### src/rtl/fetch_entry_queue.sv
// Fetch entry queue between the frontend and the decode stage.
// A small circular buffer with a RUN/HOLD state machine. Once an entry that
// carries a fetch fault is accepted, the queue refuses new entries until that
// faulting entry has been handed to decode, so nothing fetched after a fault
// reaches decode. A flush empties the queue and returns it to RUN.
//
// Handshake: a transfer happens on a rising edge where valid && ready are both
// high. Ready never depends on the same-side valid. out_entry_o is only
// meaningful while out_valid_o is high. No bypass: an entry pushed into an
// empty queue is visible on the output one cycle later.

// Minimal stand-alone definition of the fetch entry type, so this block
// elaborates without the full core package.
package ariane_pkg;
   typedef struct packed {
      logic [31:0] cause;
      logic [31:0] tval;
      logic        valid;
   } exception_t;

   typedef struct packed {
      logic [31:0] address;
      logic [31:0] instruction;
      exception_t  ex;
   } fetch_entry_t;
endpackage

module fetch_entry_queue #(
   parameter int  DEPTH         = 4,
   parameter type fetch_entry_t = ariane_pkg::fetch_entry_t
) (
   input  logic                     clk_i,
   input  logic                     rst_i,
   input  logic                     flush_i,
   input  fetch_entry_t             in_entry_i,
   input  logic                     in_valid_i,
   output logic                     in_ready_o,
   output fetch_entry_t             out_entry_o,
   output logic                     out_valid_o,
   input  logic                     out_ready_i,
   output logic [$clog2(DEPTH):0]   count_o,
   output logic                     hold_o
);

   localparam int PW = $clog2(DEPTH);
   localparam int CW = PW + 1;
   localparam logic [CW-1:0] DEPTH_C = CW'(DEPTH);

   // RUN accepts entries; HOLD waits for the recorded faulting entry to drain.
   localparam logic [0:0] RUN  = 1'b0;
   localparam logic [0:0] HOLD = 1'b1;

   logic [0:0]    state_q, state_d;
   logic [CW-1:0] cnt_q, cnt_d;
   logic [PW-1:0] rd_ptr_q, rd_ptr_d;
   logic [PW-1:0] wr_ptr_q, wr_ptr_d;
   logic          fault_pend_q, fault_pend_d;
   logic [PW-1:0] fault_idx_q, fault_idx_d;

   fetch_entry_t  mem_q [DEPTH];

   logic push;
   logic pop;

   // Handshake outputs; ready is forced low during reset so nothing is
   // offered before the control state is released.
   always_comb begin
      out_valid_o = (cnt_q != '0);
      in_ready_o  = (cnt_q < DEPTH_C) && (state_q == RUN) && !flush_i && !rst_i;
      out_entry_o = mem_q[rd_ptr_q];
      count_o     = cnt_q;
      hold_o      = (state_q == HOLD);
      push        = in_valid_i && in_ready_o;
      pop         = out_valid_o && out_ready_i;
   end

   // Next-state logic: flush overrides everything, otherwise pointers,
   // occupancy and the fault-hold state follow the push/pop handshakes.
   always_comb begin
      state_d      = state_q;
      cnt_d        = cnt_q;
      rd_ptr_d     = rd_ptr_q;
      wr_ptr_d     = wr_ptr_q;
      fault_pend_d = fault_pend_q;
      fault_idx_d  = fault_idx_q;

      if (flush_i) begin
         state_d      = RUN;
         cnt_d        = '0;
         rd_ptr_d     = '0;
         wr_ptr_d     = '0;
         fault_pend_d = 1'b0;
         fault_idx_d  = '0;
      end else begin
         if (push) begin
            wr_ptr_d = wr_ptr_q + 1'b1;
         end
         if (pop) begin
            rd_ptr_d = rd_ptr_q + 1'b1;
         end
         if (push && !pop) begin
            cnt_d = cnt_q + 1'b1;
         end else if (pop && !push) begin
            cnt_d = cnt_q - 1'b1;
         end

         // A push is only possible in RUN, and the recorded fault is only
         // pending in HOLD, so these two branches never fire together.
         if (push && in_entry_i.ex.valid) begin
            state_d      = HOLD;
            fault_pend_d = 1'b1;
            fault_idx_d  = wr_ptr_q;
         end
         if (pop && fault_pend_q && (rd_ptr_q == fault_idx_q)) begin
            state_d      = RUN;
            fault_pend_d = 1'b0;
         end
      end
   end

   // Control state registers with asynchronous reset.
   always_ff @(posedge clk_i or posedge rst_i) begin
      if (rst_i) begin
         state_q      <= RUN;
         cnt_q        <= '0;
         rd_ptr_q     <= '0;
         wr_ptr_q     <= '0;
         fault_pend_q <= 1'b0;
         fault_idx_q  <= '0;
      end else begin
         state_q      <= state_d;
         cnt_q        <= cnt_d;
         rd_ptr_q     <= rd_ptr_d;
         wr_ptr_q     <= wr_ptr_d;
         fault_pend_q <= fault_pend_d;
         fault_idx_q  <= fault_idx_d;
      end
   end

   // Entry storage; contents are don't-care until written, so no reset.
   always_ff @(posedge clk_i) begin
      if (push) begin
         mem_q[wr_ptr_q] <= in_entry_i;
      end
   end

endmodule
### config.mk
export PLATFORM = sky130hd
export DESIGN_NAME = fetch_entry_queue
export DESIGN_NICKNAME = d
export VERILOG_FILES = /design/src/rtl/fetch_entry_queue.sv
export SDC_FILE = /design/constraint.sdc
export NUM_CORES = 1
export LEC_CHECK = 0
export BUFFER_PORTS_ARGS = -buffer_cell sky130_fd_sc_hd__buf_2
export CORE_UTILIZATION = 30
export CTS_CLUSTER_DIAMETER = 120
export DETAILED_ROUTE_END_ITERATION = 10
export MAX_ROUTING_LAYER = met4
export PLACE_DENSITY_LB_ADDON = 0.05
export SLEW_MARGIN = 40
export SYNTH_ARGS = -nofsm -noshare
export SYNTH_HDL_FRONTEND = slang
export SYNTH_SLANG_ARGS = --single-unit
### constraint.sdc
create_clock -name clk_i -period 10.75 [get_ports clk_i]
set_clock_uncertainty 0.1 [all_clocks]
set_input_delay 1.6125 -clock clk_i [delete_from_list [all_inputs] [get_ports clk_i]]
set_output_delay 1.6125 -clock clk_i [all_outputs]
set_load 0.02 [all_outputs]
Yosys cells after proc, flatten, opt, wreduce, memory -nomap -nowiden. Memory sizes are Yosys's and may differ from the RTL's. Index checks and enable logic that the tools add are counted.

$add $sub $neg: 4. Multiplexer cells: 14. Magnitude comparators: 1. Reduce and logical (&&, ||, !) cells: 20. Equal/unequal tests: 1. Bitwise gates (word level): 1.

Operators by type and width (number): $mux 2 (6); $logic_and 1x1->1 (10); $mux 3 (3); $reduce_bool 3->1 (3); $reduce_bool 2->1 (3); $mux 1 (5); $add 2x1->2 const B (2); $logic_not 1->1 (4); $add 3x1->3 const B (1); $lt 3x3->1 const B (1); $sub 3x1->3 const B (1); $eq 2x2->1 (1); $not 1->1 (1).

Register bits: 10. Logic and storage cells: 47. Memories kept: 1. Output and inout bits: 135. Memory bits (writable): 516.

Memory list: mem_q (words 4, width 129, read ports 1, clocked after Yosys merged registers in 0, wr ports 1, RTL line 60) `fetch_entry_t mem_q [DEPTH];`.

Logic depth before layout (Yosys ltp). Gate-level depths: netlist (run 1).

Depth after elaboration: 10. Gate-level depth with buffers: 7.

Worst setup path after synthesis (run 1). No wires, ideal clock.

Kind: in2reg. From: in flush_i. To: mem mem_q[2][0] (netlist name) (enable). Stages on the path: 2. Path slack: 4.890 ns. Arrival: 5.255 ns. Path buffers: 0. Cell sequence: nor4_4 and3_1.

Word-level cells in the longest chain between the ends: 6.

Ends and longest elaborated chain: from (decl) (RTL line 34) `input logic flush_i,`; $logic_not 1->1 (RTL line 69) `in_ready_o = (cnt_q < DEPTH_C) && (state_q == RUN) && !flush_i && !rst_i;`; $logic_and 1x1->1 (2 in series) (RTL line 69); $logic_and 1x1->1 (RTL line 73) `push = in_valid_i && in_ready_o;`; $mux 1 (RTL line 142) `if (push) begin`; $mux 1 (not written as such) (RTL line 143) `mem_q[wr_ptr_q] <= in_entry_i;`; to (decl) (RTL line 60).

No other way between the ends.

==> results of run 1 <==
[flip-flops by register name (all words and copies together), names as in the netlist]
signal	count
count_o	3
fault_idx_q	2
mem_q	516
wr_ptr_q	2
rd_ptr_q	2
fault_pend_q	1
[worst paths after layout]
kind / from / to / slack [ns] / depth (start not counted)
setup / recovery: rd_ptr_q[0]$_DFFE_PP0P_ / out_entry_o[59] / 5.34 / 4
hold / removal: fault_idx_q[1]$_DFFE_PP0P_ / fault_idx_q[1]$_DFFE_PP0P_ / 0.45 / 2
setup reg to reg: count_o[2]$_DFFE_PP0P_ / mem_q[2][43]$_DFFE_PP_ / 7.74 / 3
hold reg to reg: fault_idx_q[1]$_DFFE_PP0P_ / fault_idx_q[1]$_DFFE_PP0P_ / 0.45 / 2
max in group asynchronous: rst_i / rd_ptr_q[0]$_DFFE_PP0P_ / 9.31 / 2
min in group asynchronous: rst_i / count_o[1]$_DFFE_PP0P_ / 0.93 / 2
[final cells by class]
type	instances	area, sq um	area share (%)
Tap cell	846	1060	4.52
Antenna cell	10	25.0	0.107
Clock inverter	33	263	1.12
Timing Repair Buffer	282	1490	6.34
Multi-Input combinational cell	175	3280	14.0
Sequential cell	526	15800	67.3
Clock buffer	72	1530	6.52
Inverter	5	18.8	0.0802
[worst min-delay path, delay by kind of cell, from the launching register on]
kind / cells / cell delay [ns]
muxes: 1 / 0.08
DFF: 1 / 0.35
and+or+nand+nor: 1 / 0.08
[kinds of logic (layout without fill, tap and decap cells)]
| logic type | Yosys count | count (layout) |
|---|---|---|
| and+or+nand+nor | 26 | 26 |
| adders and majority gates | 5 | 5 |
| DFF | 526 | 526 |
| other | 0 | 10 |
| AOI/OAI and AO/OA | 2 | 2 |
| muxes | 136 | 136 |
| buffers and inverters | 36 | 392 |
| xor gates and xnor gates | 6 | 6 |
[Yosys cell counts (all sizes together)]
cell    number  area [sq um]
edfxtp     516         15500
mux4       129          2910
buf         21           104
nor2        13          48.8
clkbuf      10          37.5
dfrtp       10           250
inv          5          18.8
and3         4          28.8
ha           4          50.1
mux2i        4          40.0
xnor2        4          35.0
mux2         3          33.8
nand2        3          18.8
nand3        2          10.0
xor2         2          17.5
a21oi        1          5.00
and2         1          6.26
fa           1          20.0
nor2b        1          6.26
nor4         1          21.3
o31a         1          10.0
or3          1          6.26
[layer usage]
layer  routed length, microns  GRT usage [%]  vias to the layer above
met5                        0              -                        -
li1                         -              -                     3817
met1                    17400           16.4                     4494
met3                     3060           4.64                       62
met4                      828           3.63                        0
met2                    21100           22.0                      190
[where the power goes]
group          switching (uW)  total, uW  leakage, uW  internal (uW)
Clock                     775       1870     0.000868           1090
Combinational             652       1160      0.00200            503
Sequential               61.5       2370      0.00479           2310
Total                    1490       5400      0.00765           3910
[metrics by stage]
stage | instances | setup WS [ns]
floorplan | 737 | 4.89
global placement | 1833 | 5.78
detailed placement | 1834 | 5.76
CTS | 1939 | 5.08
global route | 1949 | 4.94
finish | 1949 | 5.34
[cell usage in the layout, fill, tap and decap left out, drive strengths merged]
cell type / Yosys / layout
buf: 21 / 282
nand3: 2 / 2
inv: 5 / 6
and2: 1 / 1
mux2: 3 / 3
ha: 4 / 4
dfrtp: 10 / 10
clkinvlp: 0 / 4
mux2i: 4 / 4
a21oi: 1 / 1
clkinv: 0 / 24
nor4: 1 / 1
or3: 1 / 1
o31a: 1 / 1
clkbuf: 10 / 72
nand2: 3 / 3
nor2: 13 / 13
nor2b: 1 / 1
diode: 0 / 10
bufinv: 0 / 4
edfxtp: 516 / 516
xnor2: 4 / 4
xor2: 2 / 2
mux4: 129 / 129
fa: 1 / 1
and3: 4 / 4
==> impl_metrics.json, run 1 <==
{
  "cts-root-buf": "clkbuf_16",
  "wl_per_cell_microns": 21.8,
  "ctsHoldBuffers": 0,
  "slew_viol_final": 0,
  "synth_top_family_by_area": "multiplexers",
  "cts.path.max_buffers": 3,
  "yosys.area_share.simple_pct": 0.764,
  "port_buffers": 268,
  "cellPowerDensity_mw_per_mm2": 231,
  "crit_chain": "buf_4 > buf_4 > mux4_2 > buf_2",
  "tns_ns": 0,
  "antenna_left": 0,
  "syn_inst": 737,
  "dr.pass1.iters": 4,
  "wl_mm": 42.4,
  "fin_area_sq_mm": 0.0234,
  "cp.arrival_ns": 3.69,
  "critPathRequiredTime_ns": 9.04,
  "cts_resized": 0,
  "leakagePower_uw": 0.00765,
  "fp.dieW_microns": 255,
  "setup_viol": 0,
  "start_kind": "flop",
  "outcome": "finished, final reports clean",
  "grt_max_degree": 56,
  "antenna_found_initial": 10,
  "ys_warn_count": 0,
  "synth_compound_area_share_pct": 0.0783,
  "cts_made_buffers": 58,
  "vias_per_cell": 4.39,
  "initial_core_util_pct": 30.4,
  "die_h_microns": 255,
  "num_vias": 8563,
  "slowest_stage": "dfrtp_4",
  "vdd_ir_drop_max_mv": 0.124,
  "place_congestion": 0.666,
  "dp_hpwl_mm": 25.4,
  "synth.distinct_cells": 26,
  "syn_to_final_growth_pct": 22.1,
  "grt_first_pass_wirelength_mm": 63.0,
  "placed_cell_area_sq_mm": 0.0216,
  "die_area_sq_mm": 0.0649,
  "post-route-util_pct": 37.1,
  "synth_xor_area_share_pct": 0.274,
  "clk_pin_slew_ns": 0.06,
  "grt_overflow_total": 0,
  "worst_path_dominant_cell_family": "buffers and inverters",
  "crit_path_max_incr_delay_ns": 0.84,
  "rsz0062_at_grt": "false",
  "critPathCaptureType": "output port",
  "drc_errors": 0,
  "slew-limit-headroom_pct": 47.1,
  "hold_viol": 0,
  "ioPinCount": 269,
  "tritoncts": "built",
  "fmax_mhz": 185,
  "p_total_uw": 5400,
  "design.core.area_sq_mm": 0.0631,
  "crit_type": "flop to output port",
  "post-cts-setup-buffers": 0,
  "cpMostUsedCell": "buf_4",
  "holdWs_ns": 0.447,
  "drt-initial-drc-count": 317,
  "finalCriticalPeriod_ns": 5.41,
  "hold_path_class": "flop to flop",
  "grtUsageTotal_pct": 13.7,
  "synth-adder-area-share_pct": 0.366,
  "nFillCells": 5938,
  "synth-seq-cells": 526,
  "synth_mux_area_share_pct": 15.5,
  "fin_crit_sh_pct": 50.3,
  "drive_gt1_share_pct": 45.9,
  "cts.sinks": 526,
  "syn-num-nets": 876,
  "drv_cap": 0,
  "final_nets": 1187,
  "grt_pass1_vias": 9524,
  "cts_max_level": 2,
  "cp.buffers_inverters": 3,
  "synth-seq-area-share_pct": 82.1,
  "tightest_slew_ns": 0.793,
  "cp_max_fo": 34,
  "rows": 92,
  "syn_area_per_cell_sq_um": 26.0,
  "insertion_delay_ns": 0.59,
  "syn_area_sq_mm": 0.0192
}
No activity file was read; power rests on OpenSTA's default activity.
==> inputs of run 2 (changes only) <==
Clock period 10.75 ns to 4.85 ns, I/O delays scaled along.
==> impl_metrics.json, run 2 (synthesis gave the netlist of run 1 again) <==
{
  "outcome": "finished, final reports clean",
  "finalCriticalPeriod_ns": 3.47,
  "final_cell_mix": "edfxtp_1, buf_2, mux4_2",
  "fin_crit_sh_pct": 71.5,
  "die_area_sq_mm": 0.0649,
  "tritoncts": "built",
  "wl_per_cell_microns": 21.6,
  "grtUsageTotal_pct": 13.5,
  "fmax_mhz": 289,
  "hold_viol": 0,
  "die_h_microns": 255,
  "cts_max_level": 2,
  "tightest_slew_ns": 0.795,
  "antenna_found_initial": 10,
  "critPathRequiredTime_ns": 4.02,
  "wl_mm": 42.4,
  "grt_overflow_total": 0,
  "cellPowerDensity_mw_per_mm2": 513,
  "grt_first_pass_wirelength_mm": 62.0,
  "ctsHoldBuffers": 0,
  "post-route-util_pct": 37.5,
  "cts_resized": 0,
  "rows": 92,
  "nFillCells": 5854,
  "place_congestion": 0.667,
  "drv_cap": 0,
  "critPathCaptureType": "output port",
  "slew_viol_final": 0,
  "leakagePower_uw": 0.00774,
  "final_common_cell": "edfxtp_1",
  "crit_type": "flop to output port",
  "clk_pin_slew_ns": 0.06,
  "cts.path.max_buffers": 3,
  "grt_max_degree": 71,
  "cts_made_buffers": 59,
  "ioPinCount": 269,
  "start_kind": "flop",
  "num_vias": 8668,
  "swShare_pct": 27.7,
  "insertion_delay_ns": 0.60,
  "drc_errors": 0,
  "vias_per_cell": 4.42,
  "syn_to_final_growth_pct": 23.3,
  "cp.arrival_ns": 2.64,
  "setup_viol": 0,
  "regMostFlops": "mem_q",
  "p_int_uw": 8770,
  "port_buffers": 268,
  "combPwrFrac_pct": 22.1,
  "cts-root-buf": "clkbuf_16",
  "post-cts-setup-buffers": 0,
  "antenna_left": 0,
  "grt_pass1_vias": 9394,
  "cts.sinks": 526,
  "clkPwrFrac_pct": 34.7,
  "initial_core_util_pct": 30.4,
  "vdd_ir_drop_max_mv": 0.294,
  "fp.dieW_microns": 255,
  "slew-limit-headroom_pct": 47.0,
  "drive_gt1_share_pct": 45.8,
  "drt-initial-drc-count": 433,
  "cp_max_fo": 22,
  "dr.pass1.iters": 5,
  "final_nets": 1195,
  "power_frac_seq_pct": 43.2,
  "largest_register_ffs": 516,
  "hold_path_class": "primary input to async pin",
  "switchingPower_uw": 3360,
  "rsz0062_at_grt": "false",
  "tns_ns": 0,
  "design.core.area_sq_mm": 0.0631,
  "dp_hpwl_mm": 25.5
}
[run 2: changes by cell type in the layout (fill, tap and decap cells not counted)]
cell        change
clkbuf_16       +1
diode_2         -2
buf_6           -7
bufinv_16       -1
clkbuf_1        +7
clkinv_1        +2
clkbuf_8        +2
clkinvlp_4      -2
clkinv_4        +1
clkinv_8        +1
buf_12         +12
inv_8           +1
clkinv_2        -5
buf_4           +2
[run 2: path summary, 6_finish.rpt]
kind | from | end | slack [ns] | cells past startpoint
max | rd_ptr_q[0]$_DFFE_PP0P_ | out_entry_o[105] | 1.38 | 4
min | rst_i | fault_idx_q[0]$_DFFE_PP0P_ | 0.05 | 2
max reg2reg | count_o[2]$_DFFE_PP0P_ | mem_q[0][43]$_DFFE_PP_ | 2.22 | 3
min reg2reg | fault_idx_q[0]$_DFFE_PP0P_ | fault_idx_q[0]$_DFFE_PP0P_ | 0.46 | 2
max in group asynchronous | rst_i | rd_ptr_q[0]$_DFFE_PP0P_ | 4.25 | 2
min in group clk_i | in_entry_i[126] | mem_q[3][126]$_DFFE_PP_ | 0.24 | 1
[run 2: per-stage QoR]
stage	power [uW]	hold slack [ns]	instance area (sq um)	setup slack (ns)	std cells
2_1_floorplan	7130	0.411	19200	1.34	737
3_3_place_gp	8100	0.441	21800	1.79	1840
3_5_place_dp	8110	0.450	21800	1.75	1841
4_1_cts	12400	0.0165	23600	1.26	1953
5_1_grt	12700	0.0501	23600	1.21	1961
6_report	12100	0.0481	23600	1.38	1961
[run 2: layer usage]
metal  GRT usage [%]  wire (microns)  vias up
met5               -               0        -
met4            4.02             927        0
met3            4.16            2750       69
met2            21.3           20700      194
met1            16.6           17900     4567
li1                -               -     3838
[run 2: power by group through the flow]
| stage | logic (uW) | registers (uW) | clock network, uW |
|---|---|---|---|
| final | 2680 | 5240 | 4210 |
| after floorplan | 1870 | 5270 | 0 |
| after global routing | 2880 | 5270 | 4510 |
| after CTS | 2770 | 5250 | 4360 |
| after detailed placement | 2760 | 5350 | 0 |
| after global placement | 2710 | 5390 | 0 |
[run 2: cell type report]
cell class                 count  area (sq um)  share of cell area (%)
antenna                        8          20.0                  0.0847
clock buffer                  82          1600                    6.79
clock inverter                30           236                    1.00
inverter                       5          18.8                  0.0794
multi-input combinational    175          3280                    13.9
sequential                   526         15800                    66.7
tap                          846          1060                    4.48
timing repair buffer         289          1660                    7.03
[run 2: critical path, cell delays in order, from the launching register on]
cell and delay (ns):
dfrtp_4 0.75, buf_12 0.26, buf_12 0.24, mux4_2 0.56
buf_2 0.18
==> inputs of run 3 (changes only) <==
Clock period 4.85 ns to 3.2 ns, I/O delays scaled along.
==> impl_metrics.json, run 3 (synthesis gave the netlist of run 1 again) <==
{
  "cp_max_fo": 24,
  "clk_pin_slew_ns": 0.06,
  "slew_viol_final": 0,
  "crit_chain": "buf_12 > mux4_2 > buf_2",
  "design.core.area_sq_mm": 0.0631,
  "final_nets": 1321,
  "cts.path.max_buffers": 3,
  "leakagePower_uw": 0.00834,
  "setup_viol": 0,
  "tritoncts": "built",
  "critPathRequiredTime_ns": 2.62,
  "drc_errors": 0,
  "pre_cts_ws_ns": 0.614,
  "vias_per_cell": 4.47,
  "final_cell_mix": "edfxtp_1, buf_2, mux4_2",
  "die_h_microns": 255,
  "cts-root-buf": "clkbuf_16",
  "antenna_found_initial": 5,
  "holdWs_ns": 0.0435,
  "wl_per_cell_microns": 21.4,
  "cts.sinks": 526,
  "drt-initial-drc-count": 442,
  "crit_type": "flop to output port",
  "drv_cap": 0,
  "hold_path_class": "primary input to flop",
  "grtUsageTotal_pct": 14.2,
  "syn_to_final_growth_pct": 30.7,
  "drive_gt1_share_pct": 41.9,
  "finalCriticalPeriod_ns": 2.92,
  "dr.pass1.iters": 4,
  "critPathCaptureType": "output port",
  "placedCellCount": 1845,
  "port_buffers": 268,
  "fin_crit_sh_pct": 91.4,
  "tns_ns": 0,
  "post-route-util_pct": 39.7,
  "wl_mm": 44.6,
  "dp_hpwl_mm": 26.2,
  "die_area_sq_mm": 0.0649,
  "hold_viol": 0,
  "start_kind": "flop",
  "rsz0062_at_grt": "false",
  "cts_max_level": 2,
  "grt_first_pass_wirelength_mm": 64.9,
  "num_vias": 9312,
  "largest_register_ffs": 516,
  "antenna_left": 0,
  "crit_path_max_incr_delay_ns": 0.68,
  "vdd_ir_drop_max_mv": 0.408,
  "fmax_mhz": 342,
  "slowest_stage": "dfrtp_4",
  "rows": 92,
  "regMostFlops": "mem_q",
  "ioPinCount": 269,
  "cellPowerDensity_mw_per_mm2": 758,
  "place_congestion": 0.674,
  "tightest_slew_ns": 0.543,
  "final_common_cell": "edfxtp_1",
  "cp.arrival_ns": 2.34,
  "final_cell_count_no_fill": 2083,
  "slew-limit-headroom_pct": 63.8,
  "cts_made_buffers": 59,
  "grt_pass1_vias": 10070,
  "grt_max_degree": 71,
  "setup_ws_ns": 0.277,
  "outcome": "finished, final reports clean",
  "initial_core_util_pct": 30.4,
  "insertion_delay_ns": 0.59,
  "fp.dieW_microns": 255,
  "grt_overflow_total": 0
}
## run 3: cell types whose count changed in the layout (fill, tap and decap cells not counted), moves of 2 or more
cell	previous run	this run
buf_12	13	19
buf_4	8	6
bufinv_16	3	7
clkbuf_1	20	14
clkbuf_8	2	0
clkinv_2	6	9
diode_2	8	5
dlygate4sd3_1	0	121
## run 3: through the flow
step / instance area, sq um / total power [uW]
floorplan: 19200 / 10800
global placement: 21900 / 12400
detailed placement: 21900 / 12400
CTS: 25000 / 19400
global route: 25100 / 19800
finish: 25100 / 19000
## run 3: layer usage
metal / wire length [microns] / up-vias / part of all wire, % / GRT usage [%]
li1: - / 4080 / - / -
met1: 19400 / 4967 / 43 / 17.7
met2: 22000 / 200 / 49 / 23.1
met3: 2310 / 65 / 5.2 / 3.32
met4: 832 / 0 / 1.9 / 3.87
met5: 0 / - / 0 / -
## run 3: power by group
group / switching [uW] / total [uW] / internal, uW / leakage (uW)
sequential: 135 / 7900 / 7770 / 0.00479
clock: 2670 / 6700 / 4030 / 0.000932
combinational: 2400 / 4380 / 1980 / 0.00262
## run 3: path summary, 6_finish.rpt
check	slack [ns]	cells past startpoint	end	startpoint
max reg2reg	0.83	3	mem_q[3][59]$_DFFE_PP_	count_o[2]$_DFFE_PP0P_
max	0.28	3	out_entry_o[63]	rd_ptr_q[0]$_DFFE_PP0P_
min in group asynchronous	0.37	3	fault_idx_q[1]$_DFFE_PP0P_	rst_i
min	0.04	1	mem_q[3][112]$_DFFE_PP_	in_entry_i[112]
min reg2reg	0.47	2	fault_idx_q[0]$_DFFE_PP0P_	fault_idx_q[0]$_DFFE_PP0P_
max in group asynchronous	2.31	3	rd_ptr_q[1]$_DFFE_PP0P_	rst_i
## run 3: cell type report
| class | count | area (sq um) |
|---|---|---|
| flip-flops and latches | 526 | 15800 |
| inverters | 5 | 18.8 |
| well taps | 846 | 1060 |
| clock inverters | 36 | 347 |
| clock buffers | 75 | 1580 |
| repair buffers | 415 | 3010 |
| diodes | 5 | 12.5 |
| fillers | 5783 | 38000 |
| multi-input cells | 175 | 3280 |
## run 3: worst max-delay path, delay by kind of cell, from the launching register on
kind	cells	cell delay [ns]
DFF	1	0.68
buffers and inverters	2	0.46
muxes	1	0.56
## run 3: timing repair
action                                  CTS  global route
setup buffers                             1             0
hold buffers                            121             0
gates resized for setup                   0             0
endpoints found under the setup margin    1             0
hold endpoints to repair                488             0
